File: config.mk
export PLATFORM = sky130hd
export DESIGN_NAME = pwm_dac_multi
export DESIGN_NICKNAME = d
export VERILOG_FILES = /design/src/rtl/pwm_dac_multi.sv
export SDC_FILE = /design/constraint.sdc
export NUM_CORES = 1
export LEC_CHECK = 0
export CAP_MARGIN = 20
export CORE_UTILIZATION = 45
export DETAILED_ROUTE_END_ITERATION = 10
export PLACE_DENSITY = 0.73
export SYNTH_ARGS = -nofsm -noshare
export SYNTH_HDL_FRONTEND = slang
export SYNTH_SLANG_ARGS = --single-unit
File: constraint.sdc
create_clock -name XCK -period 1.7 [get_ports XCK]
set_clock_uncertainty 0.05 [all_clocks]
set_input_delay 0.51 -clock XCK [delete_from_list [all_inputs] [get_ports XCK]]
set_output_delay 0.51 -clock XCK [all_outputs]
set_load 0.005 [all_outputs]
File: src/rtl/pwm_dac_multi.sv
// Multi-channel pulse-width DAC. Each channel holds a W-bit offset-binary value
// split into SEGS segments of SEGBITS bits; every segment drives one PWM output
// compared against a shared free-running counter. Writes land in a staging
// register and are transferred to the active register either immediately or at
// the period wrap, so a PWM period never sees a half-updated value.
module pwm_dac_multi #(
  parameter int unsigned CHANNELS  = 2,
  parameter int unsigned SEGBITS   = 7,
  parameter int unsigned SEGS      = 2,
  parameter int unsigned SIGNED    = 1,
  parameter int unsigned SYNC_LOAD = 1
) (
  input  logic                                          XCK,
  input  logic                                          RESET,
  input  logic                                          DACWRL,
  input  logic [((CHANNELS > 1) ? $clog2(CHANNELS) : 1)-1:0] CHAN,
  input  logic [15:0]                                   D,
  output logic [CHANNELS*SEGS-1:0]                      PW,
  output logic [CHANNELS*SEGS*SEGBITS-1:0]              DAC,
  output logic                                          PERIOD,
  output logic [CHANNELS-1:0]                           PEND
);

  localparam int unsigned W     = SEGS * SEGBITS;
  localparam int unsigned ChanW = (CHANNELS > 1) ? $clog2(CHANNELS) : 1;

  // Midscale doubles as the MSB mask that converts two's complement to offset binary.
  localparam logic [W-1:0] MidScale = {1'b1, {(W-1){1'b0}}};
  localparam logic [W-1:0] MsbFlip  = (SIGNED != 0) ? MidScale : '0;

  logic [SEGBITS-1:0]              cnt_q, cnt_d;
  logic [CHANNELS-1:0][W-1:0]      stage_q, stage_d;
  logic [CHANNELS-1:0][W-1:0]      active_q, active_d;
  logic [CHANNELS-1:0]             pend_q, pend_d;
  logic [CHANNELS*SEGS-1:0]        pw_q, pw_d;
  logic [CHANNELS-1:0]             wr_en;
  logic [W-1:0]                    sample;
  logic                            wrap;
  logic                            unused_d;

  // The low bus bits below the sample are intentionally ignored.
  assign unused_d = ^D;

  assign sample = D[15 -: W] ^ MsbFlip;
  assign wrap   = (cnt_q == '1);

  // Per-channel write strobe; a select beyond the last channel matches nothing.
  always_comb begin
    wr_en = '0;
    for (int c = 0; c < CHANNELS; c++) begin
      wr_en[c] = ~DACWRL && (CHAN == ChanW'(c));
    end
  end

  // Next-state: counter, staging/active transfer, pending flags and PWM compares.
  always_comb begin
    cnt_d    = cnt_q + SEGBITS'(1);
    stage_d  = stage_q;
    active_d = active_q;
    pend_d   = pend_q;
    pw_d     = '0;
    for (int c = 0; c < CHANNELS; c++) begin
      if (wr_en[c]) begin
        stage_d[c] = sample;
      end
      if (SYNC_LOAD != 0) begin
        if (wrap) begin
          // A write on the wrap edge is forwarded straight into the active value.
          if (wr_en[c]) begin
            active_d[c] = sample;
          end else if (pend_q[c]) begin
            active_d[c] = stage_q[c];
          end
          pend_d[c] = 1'b0;
        end else if (wr_en[c]) begin
          pend_d[c] = 1'b1;
        end
      end else begin
        if (wr_en[c]) begin
          active_d[c] = sample;
        end
        pend_d[c] = 1'b0;
      end
      for (int s = 0; s < SEGS; s++) begin
        pw_d[c*SEGS + s] = (cnt_q < active_q[c][s*SEGBITS +: SEGBITS]);
      end
    end
  end

  // State registers with synchronous reset to midscale silence.
  always_ff @(posedge XCK) begin
    if (RESET) begin
      cnt_q    <= '0;
      stage_q  <= {CHANNELS{MidScale}};
      active_q <= {CHANNELS{MidScale}};
      pend_q   <= '0;
      pw_q     <= '0;
    end else begin
      cnt_q    <= cnt_d;
      stage_q  <= stage_d;
      active_q <= active_d;
      pend_q   <= pend_d;
      pw_q     <= pw_d;
    end
  end

  assign PW     = pw_q;
  assign DAC    = active_q;
  assign PEND   = pend_q;
  assign PERIOD = wrap;

endmodule

==> results.yml, run 1 <==
run_status:
  status: "finished, violations left"
  violations: "DRC"
timing:
  slew_violations: 0
  fin_crit_sh_pct: 98.9
  rsz0062_at_grt: "true"
  tightest_slew_ns: 0.263
  worst_slack_ns: 0.0183
  max_freq_ghz: 0.595
  slew_headroom_pct: 82.4
  period_needed_ns: 1.68
  setup_viol: 0
  finalHoldViolCount: 0
final_layout:
  layout_commonest_cell: "nand2_1"
  fin_util_pct: 64.8
  mostFrequentLayoutCells: "58 x nand2_1, 51 x dfxtp_1, 36 x dlygate4sd2_1, 34 x a21oi_1"
  fin_nets: 466
  final_area_sq_um: 4160
  ff_latch_area_sq_um: 1400
  layout-drive-gt1-share_pct: 20.9
  multiInputGateArea_sq_um: 1510
  synthToLayoutAreaGrowth_pct: 37.2
  fill_cells: 540
  diodes: 0
grt:
  grt_max_degree: 36
  grt-ovfl-total: 0
  antenna_found_initial: 0
  track_usage_pct: 22.8
  grt_first_pass_wirelength_mm: 12.4
  grt_pass1_vias: 2661
floorplanning:
  core_area_sq_um: 6420
  die_y_um: 84.1
  die_x_um: 84.1
  rows: 29
  start_util_pct: 47.2
  die_area_sq_um: 7080
  num_io_pins: 55
route:
  routedWlPerCell_um: 15.0
  drtPass1Iterations: 7
  vias_per_cell: 5.18
  ant_nets: 0
  drc: 10
  wirelength_mm: 7.55
  initialDrtViolationCount: 172
  vias: 2605
worst_setup_path:
  endpoint_kind: "output port"
  worstPathArrival_ns: 1.12
  r2r-start: "cnt_q[0]"
  cp_max_fo: 2
  crit_path_start_kind: "flop"
  critPathKind: "reg -> out"
  cp.required_ns: 1.14
  timing.critical_path.from: "cnt_q[0]"
synth:
  synth_cells: 342
  ys_seq_area_share_pct: 45.5
  yosysTopAreaCell: "dfxtp_1"
  avgSynthCellArea_sq_um: 8.87
  ys_ff_latch: 69
  synth_edf_count: 0
  synth.cell_area_sq_um: 3030
  ys_async_sr_fraction_pct: 0
  yosys.area.top_type_share_pct: 45.5
  yosys_warnings: 0
  syn_nets: 387
  ys.flop_type: "dfxtp_1"
  ys_top_cells_by_area: "dfxtp_1 46%, ha_1 10%, nand2_1 7.2%"
  synthDistinctLibCells: 32
clocking:
  hold_buffers: 0
  cts_root_buffer: "clkbuf_8"
  cts_made_buffers: 9
  clock_latency_ns: 0.34
  cts_tree: "done"
  path_clk_slew_ns: 0.07
  cts.sinks: 69
  ctsHtreeMaxLevel: 3
  clock_path_buffers: 2
power_and_ir_drop:
  p_clk_share_pct: 46.8
  pwr-share-comb_pct: 8.0
  switching_share_pct: 21.4
  total_power_mw: 3.72
  power_leakage_nw: 1.95
  intPower_mw: 2.92
  seqPwrFrac_pct: 45.2
  powerDensity_nw_per_um2: 893
  switching_power_mw: 0.795
  vdd_drop_max_mv: 0.598
placement:
  place.gp.congestion: 0.773
  placed_cell_area_sq_um: 3780
  dpl.hpwl_mm: 5.08
  io_buffers: 52
  place_ws_ns: -0.376
hold_path:
  min-delay-path-class: "reg -> reg"
  min_from: "stage_q[24]"
run:
  maxCapViolations: 0
-- synthesized netlist by cell type, drive strengths merged, types with 5 or more instances --
master,instances
clkbuf,7
inv,26
mux2,13
ha,25
nor2,24
a21oi,34
nor3,12
nand3,9
buf,10
nand2,58
nor2b,6
a211oi,5
a21o,17
dfxtp,69
-- metrics by stage --
| step | setup TNS (ns) | hold WS (ns) | cells |
|---|---|---|---|
| after floorplan | -0.262 | 0.383 | 342 |
| after detailed placement | -13.80 | 0.397 | 478 |
| after CTS | -0.0279 | 0.411 | 501 |
| after global placement | -13.90 | 0.394 | 478 |
| final | 0 | 0.411 | 503 |
| after global routing | -0.0794 | 0.434 | 503 |
-- state kept, by name (all words and copies together) (netlist names) --
name and cells:
DAC 28, PW 4, stage_q 28, PEND 2, cnt_q 7
-- metal layers --
metal  vias up  share of wire (%)  track usage, %
li1       1302                  -               -
met1      1235                 46            27.5
met2        58                 49            40.8
met3        10                3.6            3.17
met4         0                1.5            8.93
met5         -                  0               0
-- final timing paths --
check	end	slack, ns	cells past startpoint
min	stage_q[24]	0.41	2
max	PERIOD	0.02	4
max reg2reg	DAC[26]	0.10	5
min reg2reg	stage_q[24]	0.41	2
-- cell families after synthesis --
logic type	count (synthesis)	synth area share [%]
xor gates and xnor gates	5	1.44
AOI/OAI and AO/OA	69	14.8
and+or+nand+nor	118	16.8
DFF	69	45.5
buffers and inverters	43	6.35
adders and majority gates	25	10.3
muxes	13	4.82
-- repair_timing --
item,4_1_cts,5_1_grt
buffers inserted,5,2
cloned,2,0
setup endpoints to repair,49,17
pin swaps,3,4
hold endpoints to repair,0,0
gates resized for setup,65,5
-- cell type report --
cell class / count / area share, %
Sequential cell: 69 / 33.7
Timing Repair Buffer: 85 / 19.2
Clock buffer: 9 / 2.97
Tap cell: 77 / 2.31
Clock inverter: 7 / 3.31
Inverter: 26 / 2.34
Multi-Input combinational cell: 230 / 36.2
-- critical path, stage by stage (launching register included) --
cell and delay (ns):
dfxtp_2 0.35, ha_4 0.15, nand3_4 0.07, nor2_4 0.09, buf_2 0.11
-- power by group through the flow --
stage	combinational (mW)	clock (mW)	sequential, mW
2_1_floorplan	0.146	0	1.72
3_3_place_gp	0.285	0	1.71
3_5_place_dp	0.292	0	1.71
4_1_cts	0.291	1.76	1.68
5_1_grt	0.330	1.84	1.68
6_report	0.296	1.74	1.68
Power figures use the tool's default switching activity.
==> run 2, diff against run 1 <==
--- a/config.mk
+++ b/config.mk
@@ -6,9 +6,11 @@
 export NUM_CORES = 1
 export LEC_CHECK = 0
 export CAP_MARGIN = 20
-export CORE_UTILIZATION = 45
+export CELL_PAD_IN_SITES_DETAIL_PLACEMENT = 1
+export CELL_PAD_IN_SITES_GLOBAL_PLACEMENT = 1
+export CORE_UTILIZATION = 35
 export DETAILED_ROUTE_END_ITERATION = 10
-export PLACE_DENSITY = 0.73
+export PLACE_DENSITY_LB_ADDON = 0.1
 export SYNTH_ARGS = -nofsm -noshare
 export SYNTH_HDL_FRONTEND = slang
 export SYNTH_SLANG_ARGS = --single-unit
==> run 2 against run 1 <==
The run ends with setup timing left. Maximum frequency is 1.1% lower. Largest power group is now sequential cells. Die area is 28% higher. Worst hold slack worse by 0.0056 ns.
==> results.yml, run 2 (synthesis gave the netlist of run 1 again) <==
clocking:
  cts_tree: "done"
  clock_latency_ns: 0.34
  path_clk_slew_ns: 0.07
  clock_path_buffers: 2
  ctsHtreeMaxLevel: 3
  cts_root_buffer: "clkbuf_8"
  hold_buffers: 0
  cts.sinks: 69
  cts_made_buffers: 9
power_and_ir_drop:
  switching_share_pct: 23.0
  total_power_mw: 3.32
  p_clk_share_pct: 40.2
  pwr-share-comb_pct: 9.2
  powerDensity_nw_per_um2: 801
  power_leakage_nw: 1.93
  switching_power_mw: 0.765
  vdd_drop_max_mv: 0.408
  intPower_mw: 2.56
  seqPwrFrac_pct: 50.5
final_layout:
  layout-drive-gt1-share_pct: 20.4
  diodes: 0
  layout_commonest_cell: "nand2_1"
  mostFrequentLayoutCells: "58 x nand2_1, 50 x dfxtp_1, 35 x dlygate4sd2_1, 34 x a21oi_1"
  fin_nets: 467
  instances_no_fill: 531
  synthToLayoutAreaGrowth_pct: 36.7
  fin_util_pct: 50.0
  final_area_sq_um: 4150
route:
  ant_nets: 0
  routedWlPerCell_um: 16.4
  wirelength_mm: 8.71
  vias: 2622
  drc: 0
  drtPass1Iterations: 4
  initialDrtViolationCount: 79
  vias_per_cell: 4.94
placement:
  placed_cell_area_sq_um: 3820
  place_ws_ns: -0.773
  dpl.hpwl_mm: 5.94
  place.gp.congestion: 0.733
  dp_cells: 507
  io_buffers: 52
timing:
  setup_viol: 1
  tightest_slew_ns: 0.632
  fin_crit_sh_pct: 100
  slew_headroom_pct: 57.6
  rsz0062_at_grt: "true"
  max_freq_ghz: 0.588
  period_needed_ns: 1.70
  whs_ns: 0.405
  finalSetupTns_ns: -0.000862
  finalHoldViolCount: 0
  worst_slack_ns: -0.000862
  slew_violations: 0
worst_setup_path:
  worstPathArrival_ns: 1.14
  path_buf_inv: 1
  endpoint_kind: "output port"
  cp.required_ns: 1.14
  cp_max_fo: 2
  path_delay_family: "flip-flops"
  crit_path_start_kind: "flop"
  r2r_slack_ns: 0.09
  critPathKind: "reg -> out"
  crit_chain: "ha_4, nand3_4, nor2_4, buf_2"
  crit_path_max_incr_delay_ns: 0.35
  cp_slowest_cell: "dfxtp_2"
hold_path:
  min-delay-path-class: "reg -> reg"
floorplanning:
  die_y_um: 95.1
  die_x_um: 95.1
  die_area_sq_um: 9040
  num_io_pins: 55
  start_util_pct: 36.6
  rows: 33
  core_area_sq_um: 8300
grt:
  grt_first_pass_wirelength_mm: 14.2
  antenna_found_initial: 0
  track_usage_pct: 21.5
  grt-ovfl-total: 0
  grt_pass1_vias: 2759
  grt_max_degree: 20
run:
  maxCapViolations: 0
run_status:
  status: "finished, violations left"
  violations: "setup timing"
==> run 2: cell types whose count changed in the layout (fill, tap and decap cells not counted), moves of 2 or more <==
cell,delta
bufinv_16,-3
clkbuf_1,+3
clkbuf_8,+2
clkinv_2,-2
==> run 2: path summary, 6_finish.rpt <==
path                    start          end  depth (start not counted)
hold reg to reg   stage_q[23]  stage_q[23]                          2
hold / removal    stage_q[23]  stage_q[23]                          2
setup reg to reg     cnt_q[1]      DAC[26]                          5
setup / recovery     cnt_q[1]       PERIOD                          4
==> run 2: power by group through the flow <==
stage               Sequential, mW  Combinational [mW]  Clock (mW)
global route                  1.68               0.340        1.46
floorplan                     1.72               0.146           0
finish                        1.68               0.307        1.34
global placement              1.71               0.300           0
CTS                           1.68               0.306        1.37
detailed placement            1.72               0.306           0
==> run 2: metal layers <==
metal / track usage [%] / vias to the layer above / wire length [um]
met5: 0 / - / 0
met4: 6.57 / 0 / 156
met3: 4.86 / 12 / 260
met2: 37.1 / 54 / 4220
met1: 26.4 / 1253 / 4080
li1: - / 1303 / -
==> run 2: cell type report <==
class	count	area, sq um
well taps	105	131
clock inverters	1	30.0
fillers	1002	4150
flip-flops and latches	69	1410
clock buffers	14	163
repair buffers	86	818
inverters	26	97.6
multi-input cells	230	1500
==> run 2: tightest hold or removal path, cell delays in order, from the launching register on <==
cell,delay [ns]
dfxtp_1,0.30
nand2_1,0.05
a21oi_1,0.06
==> run 2: timing repair <==
item                       in CTS  in global routing
setup endpoints to repair      80                 15
cloned                          3                  0
pin swaps                       4                  4
buffers inserted                7                  1
resized for setup              74                  2
